File: src/rtl/game_flow_ctrl.sv
// -----------------------------------------------------------------------------
// game_flow_ctrl
//
// Top-level game-flow state machine that sits directly upstream of the
// screen-drawing stage. It turns raw keyboard levels and gameplay events into
// the control signals that stage consumes:
//   - a one-cycle start_game pulse
//   - lose / win levels that select the overlay screens
//   - a game_run enable for the player/physics logic
// It also handles key edge detection, a frame-based key lockout on the result
// screens, auto-return to the start screen and the tower level counter.
//
// Optional feature macro: GAME_FLOW_PAUSE_EN
//   Adds the key_p input and a PAUSE state (screen_sel=01 with game_run=0).
//
// Ports
//   clk           in   system/pixel clock
//   rst           in   asynchronous, active-low reset
//   key_enter     in   Enter key level
//   key_space     in   Space key level
//   key_p         in   P key level (GAME_FLOW_PAUSE_EN only)
//   frame_tick    in   one-cycle pulse per frame
//   player_dead   in   a player touched a lethal pool
//   exit_reached  in   both players at their doors
//   start_game    out  one-cycle pulse on entry to PLAY from START/LOSE/WIN
//   game_run      out  high while in PLAY
//   lose          out  high while in LOSE
//   win           out  high while in WIN
//   screen_sel    out  00 START, 01 PLAY/PAUSE, 10 LOSE, 11 WIN
//   level         out  current tower level
//
// States
//   state    | meaning
//   ---------+----------------------------------------------------------
//   ST_START | title screen, waiting for a key press
//   ST_PLAY  | gameplay running
//   ST_LOSE  | lose overlay, keys locked for LOCK_FRAMES, auto-return
//   ST_WIN   | win overlay, keys locked for LOCK_FRAMES, auto-return
//   ST_PAUSE | gameplay frozen (GAME_FLOW_PAUSE_EN only)
// -----------------------------------------------------------------------------
module game_flow_ctrl #(
    parameter int unsigned LOCK_FRAMES   = 30,
    parameter int unsigned RESULT_FRAMES = 300,
    parameter int unsigned MAX_LEVEL     = 8,
    parameter int unsigned LVL_W         = 4
) (
    input  logic             clk,
    input  logic             rst,
    input  logic             key_enter,
    input  logic             key_space,
`ifdef GAME_FLOW_PAUSE_EN
    input  logic             key_p,
`endif
    input  logic             frame_tick,
    input  logic             player_dead,
    input  logic             exit_reached,
    output logic             start_game,
    output logic             game_run,
    output logic             lose,
    output logic             win,
    output logic [1:0]       screen_sel,
    output logic [LVL_W-1:0] level
);

    localparam int unsigned        TMR_W      = $clog2(RESULT_FRAMES + 1);
    localparam logic [TMR_W-1:0]   LOCK_VAL   = TMR_W'(LOCK_FRAMES);
    localparam logic [TMR_W-1:0]   RESULT_VAL = TMR_W'(RESULT_FRAMES);
    localparam logic [LVL_W-1:0]   LEVEL_LAST = LVL_W'(MAX_LEVEL - 1);

    typedef enum logic [2:0] {
        ST_START = 3'd0,
        ST_PLAY  = 3'd1,
        ST_LOSE  = 3'd2,
        ST_WIN   = 3'd3,
        ST_PAUSE = 3'd4
    } state_t;

    state_t             state_q, state_d;
    logic [TMR_W-1:0]   timer_q, timer_d;
    logic [LVL_W-1:0]   level_q, level_d;
    logic               key_prev_q;
    logic               start_q, start_d;
    logic               run_q, lose_q, win_q;
    logic [1:0]         sel_q, sel_d;
    logic               key_any;
    logic               go;
    logic               locked;
    logic               pause_go;

`ifdef GAME_FLOW_PAUSE_EN
    logic               key_p_prev_q;
    assign pause_go = key_p & ~key_p_prev_q;
`else
    assign pause_go = 1'b0;
`endif

    // Edge registers reset to 1 so a key held through reset is not a press.
    assign key_any = key_enter | key_space;
    assign go      = key_any & ~key_prev_q;
    assign locked  = (timer_q < LOCK_VAL);

    always_comb begin
        state_d = state_q;
        level_d = level_q;
        start_d = 1'b0;
        case (state_q)
            ST_START: begin
                if (go) begin
                    state_d = ST_PLAY;
                    start_d = 1'b1;
                end
            end
            ST_PLAY: begin
                // Death outranks reaching the exit in the same cycle.
                if (player_dead) begin
                    state_d = ST_LOSE;
                end else if (exit_reached) begin
                    state_d = ST_WIN;
                    level_d = (level_q >= LEVEL_LAST) ? '0 : level_q + 1'b1;
                end else if (pause_go) begin
                    state_d = ST_PAUSE;
                end
            end
            ST_LOSE, ST_WIN: begin
                // A key press beats the auto-return when both land together.
                if (go && !locked) begin
                    state_d = ST_PLAY;
                    start_d = 1'b1;
                end else if (timer_q == RESULT_VAL) begin
                    state_d = ST_START;
                    if (state_q == ST_LOSE) begin
                        level_d = '0;
                    end
                end
            end
`ifdef GAME_FLOW_PAUSE_EN
            ST_PAUSE: begin
                if (pause_go || go) begin
                    state_d = ST_PLAY;
                end
            end
`endif
            default: begin
                state_d = ST_START;
            end
        endcase

        // Timer restarts on every state change and only runs on result screens.
        if (state_d != state_q) begin
            timer_d = '0;
        end else if ((state_q == ST_LOSE || state_q == ST_WIN) &&
                     frame_tick && (timer_q != RESULT_VAL)) begin
            timer_d = timer_q + 1'b1;
        end else begin
            timer_d = timer_q;
        end

        case (state_d)
            ST_PLAY, ST_PAUSE: sel_d = 2'b01;
            ST_LOSE:           sel_d = 2'b10;
            ST_WIN:            sel_d = 2'b11;
            default:           sel_d = 2'b00;
        endcase
    end

    always_ff @(posedge clk or negedge rst) begin
        if (!rst) begin
            state_q    <= ST_START;
            timer_q    <= '0;
            level_q    <= '0;
            key_prev_q <= 1'b1;
`ifdef GAME_FLOW_PAUSE_EN
            key_p_prev_q <= 1'b1;
`endif
            start_q    <= 1'b0;
            run_q      <= 1'b0;
            lose_q     <= 1'b0;
            win_q      <= 1'b0;
            sel_q      <= 2'b00;
        end else begin
            state_q    <= state_d;
            timer_q    <= timer_d;
            level_q    <= level_d;
            key_prev_q <= key_any;
`ifdef GAME_FLOW_PAUSE_EN
            key_p_prev_q <= key_p;
`endif
            start_q    <= start_d;
            run_q      <= (state_d == ST_PLAY);
            lose_q     <= (state_d == ST_LOSE);
            win_q      <= (state_d == ST_WIN);
            sel_q      <= sel_d;
        end
    end

    assign start_game = start_q;
    assign game_run   = run_q;
    assign lose       = lose_q;
    assign win        = win_q;
    assign screen_sel = sel_q;
    assign level      = level_q;

endmodule

File: config.mk
export PLATFORM = sky130hd
export DESIGN_NAME = game_flow_ctrl
export DESIGN_NICKNAME = d
export VERILOG_FILES = /design/src/rtl/game_flow_ctrl.sv
export SDC_FILE = /design/constraint.sdc
export NUM_CORES = 1
export LEC_CHECK = 0
export CAP_MARGIN = 40
export CELL_PAD_IN_SITES_DETAIL_PLACEMENT = 0
export CELL_PAD_IN_SITES_GLOBAL_PLACEMENT = 2
export CORE_MARGIN = 10
export CORE_UTILIZATION = 30
export DETAILED_ROUTE_END_ITERATION = 10
export GPL_TIMING_DRIVEN = 0
export PLACE_DENSITY = 0.74
export SLEW_MARGIN = 20
export SYNTH_ARGS = -nofsm -noshare
export SYNTH_HDL_FRONTEND = slang
export SYNTH_SLANG_ARGS = --single-unit
File: constraint.sdc
create_clock -name clk -period 2.1 [get_ports clk]
set_clock_uncertainty 0.2 [all_clocks]
set_input_delay 0.42 -clock clk [delete_from_list [all_inputs] [get_ports clk]]
set_output_delay 0.42 -clock clk [all_outputs]
set_load 0.03 [all_outputs]
==> run_results.csv, run 1 <==
group,metric,value,unit
worst_hold_path,min_path_type,"input pin to async pin",
run_status,status,"finished with violations",
timing,setup_ws,-0.0186,ns
yosys,syn_avg_cell_area,10.6,um^2
clock_network,clk_latency,0.27,ns
yosys,yosys.cell_types.count,42,
route,drc,0,
route,viasPerCell,5.16,
layout,seq_area,577,um^2
global_routing,grt.total_usage,0.0838,
global_routing,grt_pass1_vias,1077,
floorplanning,ios,17,
layout,fillers,410,
setup_path,cp-start-kind,"flop",
yosys,ys_seq_area_frac,0.475,
placement,place_congestion,0.831,
global_routing,grt_pass1_wl,5050,um
yosys,synth_edf_count,0,
floorplanning,die_w,83.6,um
clock_network,clockRootBuffer,"clkbuf_8",
placement,place_area,1450,um^2
global_routing,grt_max_degree,14,
yosys,netlist_area,1210,um^2
clock_network,cts_buffers,3,
setup_path,cp.required,2.06,ns
global_routing,gr-total-overflow,0,
layout,finish.instance_area,1590,um^2
route,first_pass_iters,4,
timing,worstMarginPinSlew,0.602,ns
layout,antenna_cells,0,
setup_path,path_class,"flop to flop",
clock_network,clockBufferDepth,2,
floorplanning,start_util,0.306,
timing,rsz0062_at_grt,"true",
clock_network,path_clk_slew,0.09,ns
global_routing,grt_antenna_before_repair,0,
layout,fin_util,0.399,
layout,multi_input_area,629,um^2
power_and_ir_drop,ir_drop,0.245,mV
placement,dp_hpwl,2100,um
route,num_vias,990,
power_and_ir_drop,p_leak,0.669,nW
yosys,yosysWarnings,0,
timing,hold_viol,0,
clock_network,hold_buffers,0,
timing,period_share,1.01,
timing,whs,0.322,ns
clock_network,cts_tree,"built",
yosys,synth_nets,125,
floorplanning,die_area,6990,um^2
timing,setup_tns,-0.0186,ns
placement,io_buffers,16,
yosys,ys_ff_latch,23,
route,wl_per_cell,14.9,um
power_and_ir_drop,power_density,646,nW/um^2
timing,max_slew_margin,0.597,
clock_network,clkSinkCount,23,
setup_path,r2r-start,"timer_q[0]$_DFFE_PN0P_",
timing,fmax,472,MHz
route,drt-total-wl,2860,um
flow_run,maxCapViolations,0,
run_status,violations,"setup timing",
setup_path,cp_data_arrival_time,2.07,ns
timing,drv_slew,0,
layout,syn2layout_area_growth,30.5,%
setup_path,path_max_fanout,4,
setup_path,end_kind,"flop",
clock_network,htree_levels,1,
floorplanning,core.rowCount,23,
yosys,async_flop_share,1.00,
timing,setup_viol,1,
layout,final_layout_size_suffix_gt1_frac,0.190,
route,drtIter0Drc,48,
floorplanning,die_y,83.6,um
route,postRouteAntennaNets,0,
layout,final_nets,153,
setup_path,crit_start,"timer_q[0]$_DFFE_PN0P_",
yosys,synthCells,115,
power_and_ir_drop,total_power,1.02,mW
timing,fin_crit,2.12,ns
floorplanning,core,3970,um^2
yosys,ys.flop_type,"dfrtp_1",
## logic make-up after synthesis
family | Yosys count | synth area share
flip-flops | 23 | 0.475
XOR/XNOR | 5 | 0.0361
adder cells (fa/ha/maj) | 3 | 0.0309
AND/OR/NAND/NOR | 42 | 0.223
buffers and inverters | 10 | 0.0360
multiplexers | 3 | 0.0257
AO/OA/AOI/OAI | 28 | 0.170
other | 1 | 0.00309
## final timing paths
check / endpoint / slack [ns] / cells after the start
max in group asynchronous: key_prev_q$_DFF_PN1_ / 0.79 / 2
setup / recovery: level[2]$_DFFE_PN0P_ / -0.02 / 6
min in group clk: level[1]$_DFFE_PN0P_ / 0.38 / 1
setup reg to reg: level[2]$_DFFE_PN0P_ / -0.02 / 6
hold / removal: game_run$_DFF_PN0_ / 0.32 / 1
hold reg to reg: level[1]$_DFFE_PN0P_ / 0.38 / 1
## metal layers
metal | track usage | vias up | routed length, um
li1 | - | 477 | -
met1 | 0.0947 | 495 | 1250
met2 | 0.149 | 14 | 1450
met3 | 0.0234 | 4 | 132
met4 | 0.0228 | 0 | 23
met5 | 0 | - | 0
## per-stage QoR
stage	setup WS, ns	std cells
5_1_grt	-0.0671	192
3_5_place_dp	-0.249	182
2_1_floorplan	0.0483	115
4_1_cts	-0.0665	190
3_3_place_gp	-0.248	181
6_report	-0.0186	192
## cell type report
class,count,area share
Clock buffer,3,0.0260
Clock inverter,1,0.00316
Tap cell,50,0.0395
Timing Repair Buffer,24,0.144
Inverter,6,0.0142
Multi-Input combinational cell,82,0.397
Sequential cell,23,0.364
Buffer,3,0.0126
## layout by cell type, fill, tap and decap left out, types with 2 or more instances in the layout
cell             instances
a311oi_1                 2
o21a_1                   2
mux2i_1                  2
or4_4                    2
dfrtp_1                 22
nor2_1                  10
clkbuf_8                 3
inv_1                    5
nand4b_1                 2
a21o_1                   2
xor2_1                   3
a21oi_1                  4
buf_4                    8
clkdlybuf4s50_1         16
o21ai_0                  4
xnor2_1                  2
or4_1                    2
nand4_1                  4
o32ai_1                  2
o31ai_1                  3
ha_1                     3
nand2_1                  5
nor2b_1                  6
## worst max-delay path: stages, from the launching register on
cell and delay, ns:
dfrtp_1 0.40, inv_2 0.06, ha_1 0.14, nand4b_1 0.20, or4_4 0.47, a22o_4 0.25, a221o_1 0.28
## synthesized netlist by cell type, drive strengths merged, types with 2 or more instances
master | instances | area share
nor2 | 10 | 0.031
buf | 3 | 0.014
nand2b | 2 | 0.016
nand4b | 2 | 0.014
a22o | 2 | 0.014
mux2i | 2 | 0.016
o21a | 2 | 0.012
a21o | 2 | 0.012
nand2 | 5 | 0.015
o31ai | 3 | 0.019
o32ai | 2 | 0.014
a21oi | 5 | 0.021
a311oi | 2 | 0.014
inv | 6 | 0.019
xor2 | 3 | 0.022
or4 | 4 | 0.025
xnor2 | 2 | 0.014
nor2b | 6 | 0.031
nor4 | 2 | 0.010
ha | 3 | 0.031
o211ai | 2 | 0.016
o21ai | 4 | 0.016
dfrtp | 22 | 0.45
nand4 | 4 | 0.021
## repair_timing
action,in CTS,in global routing
endpoints found under the setup margin,13,14
setup buffers,4,3
pin swaps,0,3
gates resized for setup,1,7
## sequential cells by signal, summed over array words and instances (netlist names)
register and count:
lose 1, state_q 3, timer_q 9, game_run 1, screen_sel 2, start_game 1
level 4, win 1, key_prev_q 1
## power by group
part	internal [mW]	switching, mW	leakage, nW	total, mW
logic	0.104	0.132	0.334	0.236
clock network	0.133	0.156	0.0255	0.288
registers	0.475	0.0252	0.310	0.500
total	0.712	0.312	0.669	1.02
No activity file was read; power rests on OpenSTA's default activity.
==> run 2, diff against run 1 <==
--- a/config.mk
+++ b/config.mk
@@ -6,13 +6,13 @@
 export NUM_CORES = 1
 export LEC_CHECK = 0
 export CAP_MARGIN = 40
-export CELL_PAD_IN_SITES_DETAIL_PLACEMENT = 0
-export CELL_PAD_IN_SITES_GLOBAL_PLACEMENT = 2
+export CELL_PAD_IN_SITES_DETAIL_PLACEMENT = 1
+export CELL_PAD_IN_SITES_GLOBAL_PLACEMENT = 1
 export CORE_MARGIN = 10
 export CORE_UTILIZATION = 30
 export DETAILED_ROUTE_END_ITERATION = 10
 export GPL_TIMING_DRIVEN = 0
-export PLACE_DENSITY = 0.74
+export PLACE_DENSITY = 0.63
 export SLEW_MARGIN = 20
 export SYNTH_ARGS = -nofsm -noshare
 export SYNTH_HDL_FRONTEND = slang
==> run 2 against run 1 <==
Against the previous run:
- highest routed layer unchanged
- clock power down 1%
- the run still ends with setup timing left
- sequential share of layout area down 0.70 points
- wire length up 8.1%
- cell area up 2.0%
- largest cell class unchanged
==> run_results.csv, run 2 (same netlist as run 1, synthesis figures left out) <==
group,metric,value,unit
layout,instances_no_fill,196,
layout,syn2layout_area_growth,33.1,%
setup_path,max_stage_delay,0.45,ns
clock_network,clockBufferDepth,2,
floorplanning,die_area,6990,um^2
layout,final_layout_size_suffix_gt1_frac,0.219,
global_routing,grt_max_degree,13,
placement,pre_cts_slack,-0.260,ns
route,num_vias,1037,
route,viasPerCell,5.29,
layout,largest_reg_flops,9,
route,first_pass_iters,2,
power_and_ir_drop,p_sw,0.309,mW
timing,setup_viol,1,
timing,max_slew_margin,0.600,
setup_path,path_buf_inv,1,
timing,fmax,475,MHz
power_and_ir_drop,power.internal,0.716,mW
power_and_ir_drop,power_frac_comb,0.232,
timing,setup_ws,-0.00553,ns
floorplanning,core,3970,um^2
route,postRouteAntennaNets,0,
clock_network,htree_levels,1,
layout,antenna_cells,0,
floorplanning,die_y,83.6,um
placement,dp_hpwl,2280,um
clock_network,clk_latency,0.27,ns
layout,seq_area,577,um^2
clock_network,path_clk_slew,0.09,ns
setup_path,path_max_fanout,4,
route,drc,0,
global_routing,grt_pass1_vias,1114,
global_routing,grt.total_usage,0.0909,
power_and_ir_drop,ir_drop,0.208,mV
route,wl_per_cell,15.8,um
clock_network,cts_tree,"built",
setup_path,path_class,"flop to flop",
floorplanning,core.rowCount,23,
run_status,status,"finished with violations",
global_routing,grt_antenna_before_repair,0,
timing,whs,0.326,ns
route,drtIter0Drc,101,
power_and_ir_drop,p_leak,0.689,nW
power_and_ir_drop,power_density,634,nW/um^2
clock_network,cts_buffers,3,
timing,fin_crit,2.11,ns
layout,fillers,456,
timing,drv_slew,0,
timing,setup_tns,-0.00553,ns
setup_path,crit_family,"simple AND/OR/NAND/NOR gates",
timing,rsz0062_at_grt,"true",
run_status,violations,"setup timing",
placement,io_buffers,16,
layout,layout_common_cells,"22 x dfrtp_1, 16 x clkdlybuf4s50_1, 12 x buf_4, 10 x nor2_1, 6 x nor2b_1",
global_routing,gr-total-overflow,0,
worst_hold_path,min_path_type,"input pin to async pin",
setup_path,cp_data_arrival_time,2.06,ns
floorplanning,ios,17,
layout,multi_input_area,634,um^2
setup_path,slowest_stage,"or4_1",
global_routing,grt_pass1_wl,5460,um
route,drt-total-wl,3090,um
floorplanning,start_util,0.306,
power_and_ir_drop,total_power,1.03,mW
power_and_ir_drop,clockPowerShare,0.277,
setup_path,end_kind,"flop",
power_and_ir_drop,switching_share,0.302,
setup_path,cp-start-kind,"flop",
layout,final_common_cell,"dfrtp_1",
timing,worstMarginPinSlew,0.598,ns
timing,period_share,1.00,
layout,largest-register,"timer_q",
clock_network,clockRootBuffer,"clkbuf_8",
setup_path,cp.required,2.05,ns
flow_run,maxCapViolations,0,
floorplanning,die_w,83.6,um
placement,place_congestion,0.864,
power_and_ir_drop,p_seq_frac,0.490,
setup_path,cp_cell_sequence,"inv_2 -> ha_4 -> nand4b_1 -> or4_1 -> a22o_1 -> a221o_1",
placement,dpl.cell_count,182,
timing,hold_viol,0,
layout,final_nets,157,
clock_network,clkSinkCount,23,
-- run 2: final timing paths --
path	to	slack, ns	depth (start not counted)	start
max	level[2]$_DFFE_PN0P_	-0.006	6	timer_q[1]$_DFFE_PN0P_
min	game_run$_DFF_PN0_	0.33	1	rst
max reg2reg	level[2]$_DFFE_PN0P_	-0.006	6	timer_q[1]$_DFFE_PN0P_
min reg2reg	level[2]$_DFFE_PN0P_	0.39	1	level[2]$_DFFE_PN0P_
max in group asynchronous	key_prev_q$_DFF_PN1_	0.79	2	rst
min in group clk	level[2]$_DFFE_PN0P_	0.39	1	level[2]$_DFFE_PN0P_
-- run 2: routing by layer --
| layer | global-route usage | part of all wire |
|---|---|---|
| met3 | 0.0215 | 0.039 |
| met1 | 0.107 | 0.44 |
| met2 | 0.157 | 0.50 |
| met4 | 0.0274 | 0.013 |
| met5 | 0 | 0 |
-- run 2: power groups by stage --
stage	Clock [mW]	Sequential (mW)	Combinational, mW
after floorplan	0	0.560	0.0825
after global placement	0	0.510	0.229
after detailed placement	0	0.513	0.236
after CTS	0.290	0.503	0.240
after global routing	0.312	0.510	0.263
final	0.284	0.503	0.238
-- run 2: stage by stage --
stage	util	area, um^2
after floorplan	-	1210
after global placement	0.362	1440
after detailed placement	0.366	1450
after CTS	0.397	1580
after global routing	0.407	1620
final	0.407	1620
-- run 2: area by class of cell --
| cell class | count | area share |
|---|---|---|
| Clock buffer | 4 | 0.0279 |
| Timing Repair Buffer | 28 | 0.159 |
| Tap cell | 50 | 0.0387 |
| Inverter | 6 | 0.0139 |
| Multi-Input combinational cell | 82 | 0.392 |
| Buffer | 3 | 0.0108 |
| Sequential cell | 23 | 0.357 |
-- run 2: what timing repair did --
action | CTS | global route
gates cloned | 0 | 0
buffers inserted | 8 | 4
hold buffers | 0 | 0
gates resized for setup | 5 | 5
pin swaps | 4 | 8
setup endpoints to repair | 13 | 14
-- run 2: worst reg2reg max path, cell delays in order, from the launching register on --
cell and delay [ns]:
dfrtp_1 0.41, inv_2 0.08, ha_4 0.12, nand4b_1 0.17, or4_1 0.45, a22o_1 0.26, a221o_1 0.30
==> run 3, diff against run 2 <==
--- a/config.mk
+++ b/config.mk
@@ -10,6 +10,7 @@
 export CELL_PAD_IN_SITES_GLOBAL_PLACEMENT = 1
 export CORE_MARGIN = 10
 export CORE_UTILIZATION = 30
+export CTS_CLUSTER_SIZE = 25
 export DETAILED_ROUTE_END_ITERATION = 10
 export GPL_TIMING_DRIVEN = 0
 export PLACE_DENSITY = 0.63
==> results of run 3 <==
Same layout as run 2: the final DEF is identical, and so are final timing and power.
